### src/rtl/gpu_instr_fifo.sv
// First-word-fall-through instruction FIFO between the Nios II PIO exports and the GPU.
// Optional build macro GPU_FIFO_DROP_CNT_EN enables the saturating drop_count counter.
module gpu_instr_fifo #(
    parameter int DEPTH  = 16,
    parameter int DATA_W = 32
) (
    input  logic                       clk_clk,
    input  logic                       reset_reset,
    input  logic [DATA_W-1:0]          data_a_in,
    input  logic [DATA_W-1:0]          data_b_in,
    input  logic                       wrreg_in,
    output logic                       wrfull_out,
    output logic [DATA_W-1:0]          instr_a_out,
    output logic [DATA_W-1:0]          instr_b_out,
    output logic                       instr_valid,
    input  logic                       instr_ready,
    output logic [$clog2(DEPTH):0]     fill_count,
    output logic                       overflow,
    output logic [15:0]                drop_count
);

    localparam int PTR_W = $clog2(DEPTH);
    localparam int CNT_W = PTR_W + 1;
    localparam logic [CNT_W-1:0] FULL_CNT = CNT_W'(DEPTH);
    localparam int LANES = 2;

    logic                 wrreg_d_reg;
    logic [PTR_W-1:0]     wr_ptr_reg;
    logic [PTR_W-1:0]     rd_ptr_reg;
    logic [CNT_W-1:0]     fill_reg;
    logic                 overflow_reg;

    logic                 push_req;
    logic                 pop;
    logic                 full;
    logic                 push;
    logic                 drop;
    logic [PTR_W-1:0]     wr_ptr_next;
    logic [PTR_W-1:0]     rd_ptr_next;
    logic [CNT_W-1:0]     fill_next;

    logic [DATA_W-1:0]    lane_in  [LANES];
    logic [DATA_W-1:0]    lane_out [LANES];

    assign lane_in[0] = data_a_in;
    assign lane_in[1] = data_b_in;

    always_comb begin
        push_req    = wrreg_in & ~wrreg_d_reg;
        full        = (fill_reg == FULL_CNT);
        pop         = (fill_reg != '0) & instr_ready;
        // A full FIFO still accepts a push when the head leaves on the same edge.
        push        = push_req & (~full | pop);
        drop        = push_req & full & ~pop;
        wr_ptr_next = push ? wr_ptr_reg + PTR_W'(1) : wr_ptr_reg;
        rd_ptr_next = pop  ? rd_ptr_reg + PTR_W'(1) : rd_ptr_reg;
        fill_next   = fill_reg;
        case ({push, pop})
            2'b10:   fill_next = fill_reg + CNT_W'(1);
            2'b01:   fill_next = fill_reg - CNT_W'(1);
            default: fill_next = fill_reg;
        endcase
    end

    always_ff @(posedge clk_clk) begin
        if (reset_reset) begin
            // Held at 1 so a strobe still high when reset releases is not a rise.
            wrreg_d_reg  <= 1'b1;
            wr_ptr_reg   <= '0;
            rd_ptr_reg   <= '0;
            fill_reg     <= '0;
            overflow_reg <= 1'b0;
        end else begin
            wrreg_d_reg  <= wrreg_in;
            wr_ptr_reg   <= wr_ptr_next;
            rd_ptr_reg   <= rd_ptr_next;
            fill_reg     <= fill_next;
            if (drop) begin
                overflow_reg <= 1'b1;
            end
        end
    end

    // Each word lane owns its storage plus a registered head; the head is read at
    // the next read pointer, bypassing the incoming word when it becomes the head.
    genvar gi;
    generate
        for (gi = 0; gi < LANES; gi++) begin : g_lane
            logic [DATA_W-1:0] mem [DEPTH];
            logic [DATA_W-1:0] head_reg;

            always_ff @(posedge clk_clk) begin
                if (push) begin
                    mem[wr_ptr_reg] <= lane_in[gi];
                end
            end

            always_ff @(posedge clk_clk) begin
                if (reset_reset) begin
                    head_reg <= '0;
                end else if (fill_next == '0) begin
                    head_reg <= '0;
                end else if (push && (wr_ptr_reg == rd_ptr_next)) begin
                    head_reg <= lane_in[gi];
                end else begin
                    head_reg <= mem[rd_ptr_next];
                end
            end

            assign lane_out[gi] = head_reg;
        end
    endgenerate

`ifdef GPU_FIFO_DROP_CNT_EN
    logic [15:0] drop_cnt_reg;

    always_ff @(posedge clk_clk) begin
        if (reset_reset) begin
            drop_cnt_reg <= '0;
        end else if (drop && (drop_cnt_reg != 16'hFFFF)) begin
            drop_cnt_reg <= drop_cnt_reg + 16'd1;
        end
    end

    assign drop_count = drop_cnt_reg;
`else
    assign drop_count = '0;
`endif

    assign instr_a_out = lane_out[0];
    assign instr_b_out = lane_out[1];
    assign instr_valid = (fill_reg != '0);
    assign wrfull_out  = full;
    assign fill_count  = fill_reg;
    assign overflow    = overflow_reg;

endmodule

### config.mk
export PLATFORM = sky130hd
export DESIGN_NAME = gpu_instr_fifo
export DESIGN_NICKNAME = d
export VERILOG_FILES = /design/src/rtl/gpu_instr_fifo.sv
export SDC_FILE = /design/constraint.sdc
export NUM_CORES = 1
export LEC_CHECK = 0
export BUFFER_PORTS_ARGS = -buffer_cell sky130_fd_sc_hd__buf_2
export CORE_ASPECT_RATIO = 0.8
export CORE_UTILIZATION = 30
export DETAILED_ROUTE_END_ITERATION = 10
export GPL_ROUTABILITY_DRIVEN = 0
export GPL_TIMING_DRIVEN = 0
export PLACE_DENSITY_LB_ADDON = 0.05
export SYNTH_ARGS = -nofsm -noshare
export SYNTH_HDL_FRONTEND = slang
export SYNTH_SLANG_ARGS = --single-unit
### constraint.sdc
create_clock -name clk_clk -period 12.8 [get_ports clk_clk]
set_input_delay 0.64 -clock clk_clk [delete_from_list [all_inputs] [get_ports clk_clk]]
set_output_delay 0.64 -clock clk_clk [all_outputs]
set_load 0.05 [all_outputs]
* Word level (Yosys, flattened, before mapping)
Memories as Yosys holds them, arrays and structs flattened. A register that Yosys moved wholly into a read port is not among the register bits. Cells that the tools add are included.
Word-level totals: flip-flop bits (word level) 15, memory bits (writable) 1024, input port bits 68, output and inout port bits 88, logic and storage cells 30, memories 2
Memories:
- g_lane[0].mem | depth 16, bits a word 32, rd ports 1, clocked after Yosys merged registers in 1, write ports 1, RTL line 89 | logic [DATA_W-1:0] mem [DEPTH];
- g_lane[1].mem | depth 16, bits a word 32, rd ports 1, clocked after Yosys merged registers in 1, write ports 1, RTL line 89
Operators by class: $add $sub $neg 4, eq/ne operators 3, mux-type cells 4, bitwise operators 9, reduce and logical (&&, ||, !) cells 3
Operator list (number):
- $pmux W5 S2 | 1
- $add A4 B1 Y4 const B | 2
- $add A5 B1 Y5 const B | 1
- $and A1 B1 Y1 | 5
- $eq A5 B5 Y1 const B | 1
- $logic_not A5 Y1 | 1
- $reduce_bool A5 Y1 | 1
- $sub A5 B1 Y5 const B | 1
- $mux W4 | 1
- $not A1 Y1 | 3
- $eq A2 B1 Y1 const B | 1
- $eq A2 B2 Y1 const B | 1
- $mux W1 | 2
- $reduce_or A2 Y1 | 1
- $or A1 B1 Y1 | 1

* Depth between registers and ports, before layout
word-level depth 8, depth in mapped cells 16, depth with buffers taken out 11

* Worst setup path before layout
No wires, ideal clock.
kind register to register, from register fill_reg[0] (netlist: fill_count[0]), to memory g_lane[0].mem[3][0] (enable), setup time 0.564 ns, data arrival time 6.489 ns, required time 12.236 ns, path slack 5.747 ns, stages on the path, launching flop included 7, buffers on the path 0, clock period less this slack 7.053 ns, path through dfxtp_1 > nor4_1 > and2_1 > nor2b_1 > nor2_1 > nand2_1 > nor3_1
On the way: cells in the longest elaborated chain, start to end 6, elaborated cells between the ends (all ways) 8, those cells by class 1 x eq/ne; 2 x mux; 4 x bitwise; 1 x reduce/logical
Ends and longest elaborated chain:
- start, declared | RTL line 30 | logic [CNT_W-1:0] fill_reg;
- start signal, assigned | RTL line 77 | fill_reg <= fill_next;
- $eq A5 B5 Y1 | RTL line 50 | full = (fill_reg == FULL_CNT);
- via wrfull_out | RTL line 12 | output logic wrfull_out,
- $not A1 Y1 | RTL line 53 | push = push_req & (~full | pop);
- $or A1 B1 Y1 | RTL line 53
- $and A1 B1 Y1 | RTL line 53
- $mux W1 | RTL line 93 | if (push) begin
- $mux W1 (not written as such) | RTL line 94 | mem[wr_ptr_reg] <= lane_in[gi];
- end, declared | RTL line 89
The timed path passes the listed nets, and every way through them passes these cells.

* Worst setup path after layout
from register fill_reg[0] (netlist: fill_count[0]), to register g_lane[0].head_reg[5] (netlist: instr_a_out[5]) (read register of g_lane[0].mem)
On the way: cells in the longest elaborated chain, start to end 8, elaborated cells between the ends (all ways) 14, those cells by class 2 x add/sub; 3 x eq/ne; 2 x mux; 4 x bitwise; 3 x reduce/logical
Ends and longest elaborated chain:
- $reduce_bool A5 Y1 / $eq A5 B5 Y1 (equally long branches) | RTL line 51, 50
- $and A1 B1 Y1 / $not A1 Y1 (equally long branches) | RTL line 51, 53
- $or A1 B1 Y1 | RTL line 53
- $and A1 B1 Y1 | RTL line 53
- $eq A2 B1 Y1 / $eq A2 B2 Y1 (equally long branches) | RTL line 58 | case ({push, pop})
- $pmux W5 S2 | RTL line 58
- $logic_not A5 Y1 | RTL line 101 | end else if (fill_next == '0) begin
- $reduce_or A2 Y1 (no source line)
- end, declared | RTL line 90 | logic [DATA_W-1:0] head_reg;
Parallel ways exist; a longest one is shown, timed or not. A chain may end at the register's enable or synchronous reset.

==> flow_summary.toml <==
[status]
outcome = "complete, no violations"

[cts]
cts_tree = "yes"
cts_resized = 0
cts_htree_levels = 4
path_clk_slew_ns = 0.06
cts_max_path_buffers = 3
insertion_delay_ns = 0.78
cts_inserted_buffers = 131
ctsHoldBuffers = 0
postCtsSetupBuffers = 0
root_buffer = "clkbuf_16"
clock-sinks = 1103

[logic_synthesis]
synth_compound_area_frac = 0.139
synth_cells = 3894
synth_top_family_by_area = "multiplexers"
yosys.area_share.simple = 0.0734
synthArstFlopShare = 0
synth.distinct_cells = 53
synth_area_mm2 = 0.0527
synth_edf_count = 1024
synthMuxAreaShare = 0.142
synth_warnings = 0
ys_top_cells_by_area = "edfxtp_1 (58%), mux2i_1 (8.7%), a211oi_1 (8.5%)"
ys_seq_area_frac = 0.613
ys.flop_type = "edfxtp_1"
synth_top_area_frac = 0.583
synth-seq-cells = 1103
synth_adder_area_share = 0.00228
synth_xor_area_frac = 0.00230
synth.avg_cell_area_um2 = 13.5
synth_top_area_cell = "edfxtp_1"

[finish]
regMostFlops = "g_lane.mem"
final_cells = 6653
fin_nets = 4331
final_cell_mix = "edfxtp_1 (1024), a211oi_1 (599), mux2i_1 (460)"
area_growth_pct = 17.6
post-route-cell-area_mm2 = 0.0620
drive_above_1_share = 0.148
largest_reg_flops = 1024
layout_commonest_cell = "edfxtp_1"

[global_routing]
grt_overflow = 0
grt_pass1_vias = 35653
antenna_found_initial = 11
grt_pass1_wl_mm = 278
grtUsageTotal = 0.223
grt_max_degree = 29

[power_and_ir_drop]
intPower_mw = 7.54
power_mw = 12.5
seqPwrFrac = 0.323
peakVddDrop_mv = 0.130
combPwrFrac = 0.375
p_per_area_mw_per_mm2 = 202
clkPwrFrac = 0.302
p_sw_mw = 4.99
cellLeakagePower_nw = 18.8
swShare = 0.399

[placed_design]
dpl-instance-area_mm2 = 0.0577
dp_hpwl_mm = 143
dp.cells = 6414
portBuffers = 138

[sta]
fin_crit_ns = 6.97
skew_ns = 0.0345
finalSetupViolations = 0
rsz0062_at_grt = "no"
tightestPinTransition_ns = 1.47
slew_viol_final = 0
max_freq_mhz = 144
post-route-period-util = 0.544
hold_violations = 0
slew_headroom = 0.0225
hold-worst-slack_ns = 0.0742

[critical_path]
crit_slowest_cell = "clkbuf_1"
critPathMostFrequentCell = "buf_2"
cp_max_fo = 10
worst_r2r_path_depth = 16
r2r_setup_slack_ns = 5.83
critPathLaunchType = "register"
r2r_start = "fill_count[0]$_SDFF_PP0_"
timing.rr.end = "instr_a_out[5]$_SDFF_PP0_"
critical_path_required_ns = 13.40
end_kind = "register"
crit_path_cell_trace = "or4_1 -> buf_2 -> o21ai_1 -> clkbuf_1 -> clkbuf_1 -> buf_2 -> nor2_1 -> fa_1 -> a211oi_1 -> o211ai_1 -> a32oi_1 -> a21oi_1 -> a21oi_4 -> buf_16 -> buf_2 -> a211oi_1"
max_stage_delay_ns = 1.02
arrival_ns = 7.56
critical_path_class = "reg2reg"
critPathBufInv = 6
path_delay_family = "buffers and inverters"

[hold_path]
hold_path.class = "in2reg"
whs_endpoint = "wrreg_d_reg$_SDFF_PP1_"
hp-start = "wrreg_in"
hold_path_depth = 2

[floorplanning]
die-width_um = 471
coreArea_mm2 = 0.175
die_area_mm2 = 0.177
rows = 137
io_pins = 156
start_util = 0.302
die_height_um = 377

[job]
cap_violations = 0

[route]
drtPass1Iterations = 6
vias_per_cell = 5.36
via_count = 35668
detail_route.wl_per_cell_um = 30.1
drtAntennaViolNets = 0
post-route-drc-count = 0
routed_wl_mm = 200
drt_iter0_markers = 3089
-- per-layer routing --
layer,GRT usage,vias up,wire (um)
li1,-,16057,-
met2,0.325,1081,84600
met1,0.335,18299,98800
met4,0.0619,0,4750
met3,0.0390,231,12200
met5,0,-,0
-- worst register-to-register path: stages, from the launching register on --
cell	delay (ns)
dfxtp_1	0.39
or4_1	0.55
buf_2	0.19
o21ai_1	0.50
clkbuf_1	0.79
clkbuf_1	1.03
buf_2	0.48
nor2_1	0.16
fa_1	0.44
a211oi_1	0.36
o211ai_1	0.19
a32oi_1	0.22
a21oi_1	0.13
a21oi_4	0.51
buf_16	0.22
buf_2	0.44
a211oi_1	0.18
-- layout make-up --
cell class,instances,area (um2)
Inverter,4,15.0
Fill cell,16863,112000
Buffer,358,1480
Timing Repair Buffer,212,1920
Clock buffer,172,3710
Multi-Input combinational cell,2444,19100
Tap cell,2293,2870
Clock inverter,63,589
Sequential cell,1103,32300
Antenna cell,4,10.0
-- metrics by stage --
stage | utilization | setup TNS, ns | worst slack (ns)
after floorplan | - | 0 | 5.75
after global placement | 0.323 | -64.61 | -0.393
after detailed placement | 0.331 | 0 | 5.89
after CTS | 0.355 | 0 | 5.71
after global routing | 0.355 | 0 | 5.69
final | 0.355 | 0 | 5.83
-- synthesized netlist by cell type, drive strengths merged, types with 2 or more instances --
master and instances:
a211oi 629, a21o 2, a21oi 137, a311o 3, a31oi 4, buf 91, clkbuf 267, dfxtp 79
edfxtp 1024, ha 8, inv 3, mux2i 460, mux4 127, nand2 272, nand2b 11, nand3 62
nor2 93, nor2b 318, nor3 10, nor4 3, o211ai 2, o21a 2, o21ai 192, o311a 62
or4 2, xnor2 8, xor2 5
-- how the worst max path moves through the flow --
stage / cells past startpoint / startpoint / to
global route: 16 / fill_count[0]$_SDFF_PP0_ / instr_a_out[5]$_SDFF_PP0_
CTS: 16 / fill_count[0]$_SDFF_PP0_ / instr_a_out[5]$_SDFF_PP0_
detailed placement: 16 / fill_count[0]$_SDFF_PP0_ / instr_a_out[5]$_SDFF_PP0_
global placement: 5 / instr_ready / g_lane[0].mem[0][14]$_DFFE_PP_
floorplan: 6 / fill_count[0]$_SDFF_PP0_ / g_lane[0].mem[3][0]$_DFFE_PP_
finish: 16 / fill_count[0]$_SDFF_PP0_ / instr_a_out[5]$_SDFF_PP0_
-- power by group through the flow --
stage	Sequential (mW)	Clock, mW	Combinational, mW
floorplan	4.31	0	2.43
global placement	4.13	0	4.62
detailed placement	4.12	0	4.67
CTS	4.05	3.88	4.69
global route	4.05	4.00	4.94
finish	4.05	3.79	4.70
-- cell families (layout without fill, tap and decap cells) --
logic type | Yosys count | in the layout
buf+inv | 362 | 809
mux | 588 | 588
other cells | 1 | 20
simple gates | 777 | 777
xor+xnor | 13 | 13
flops | 1103 | 1103
fa+ha+maj | 9 | 9
compound gates | 1041 | 1041
Power figures use the tool's default switching activity.
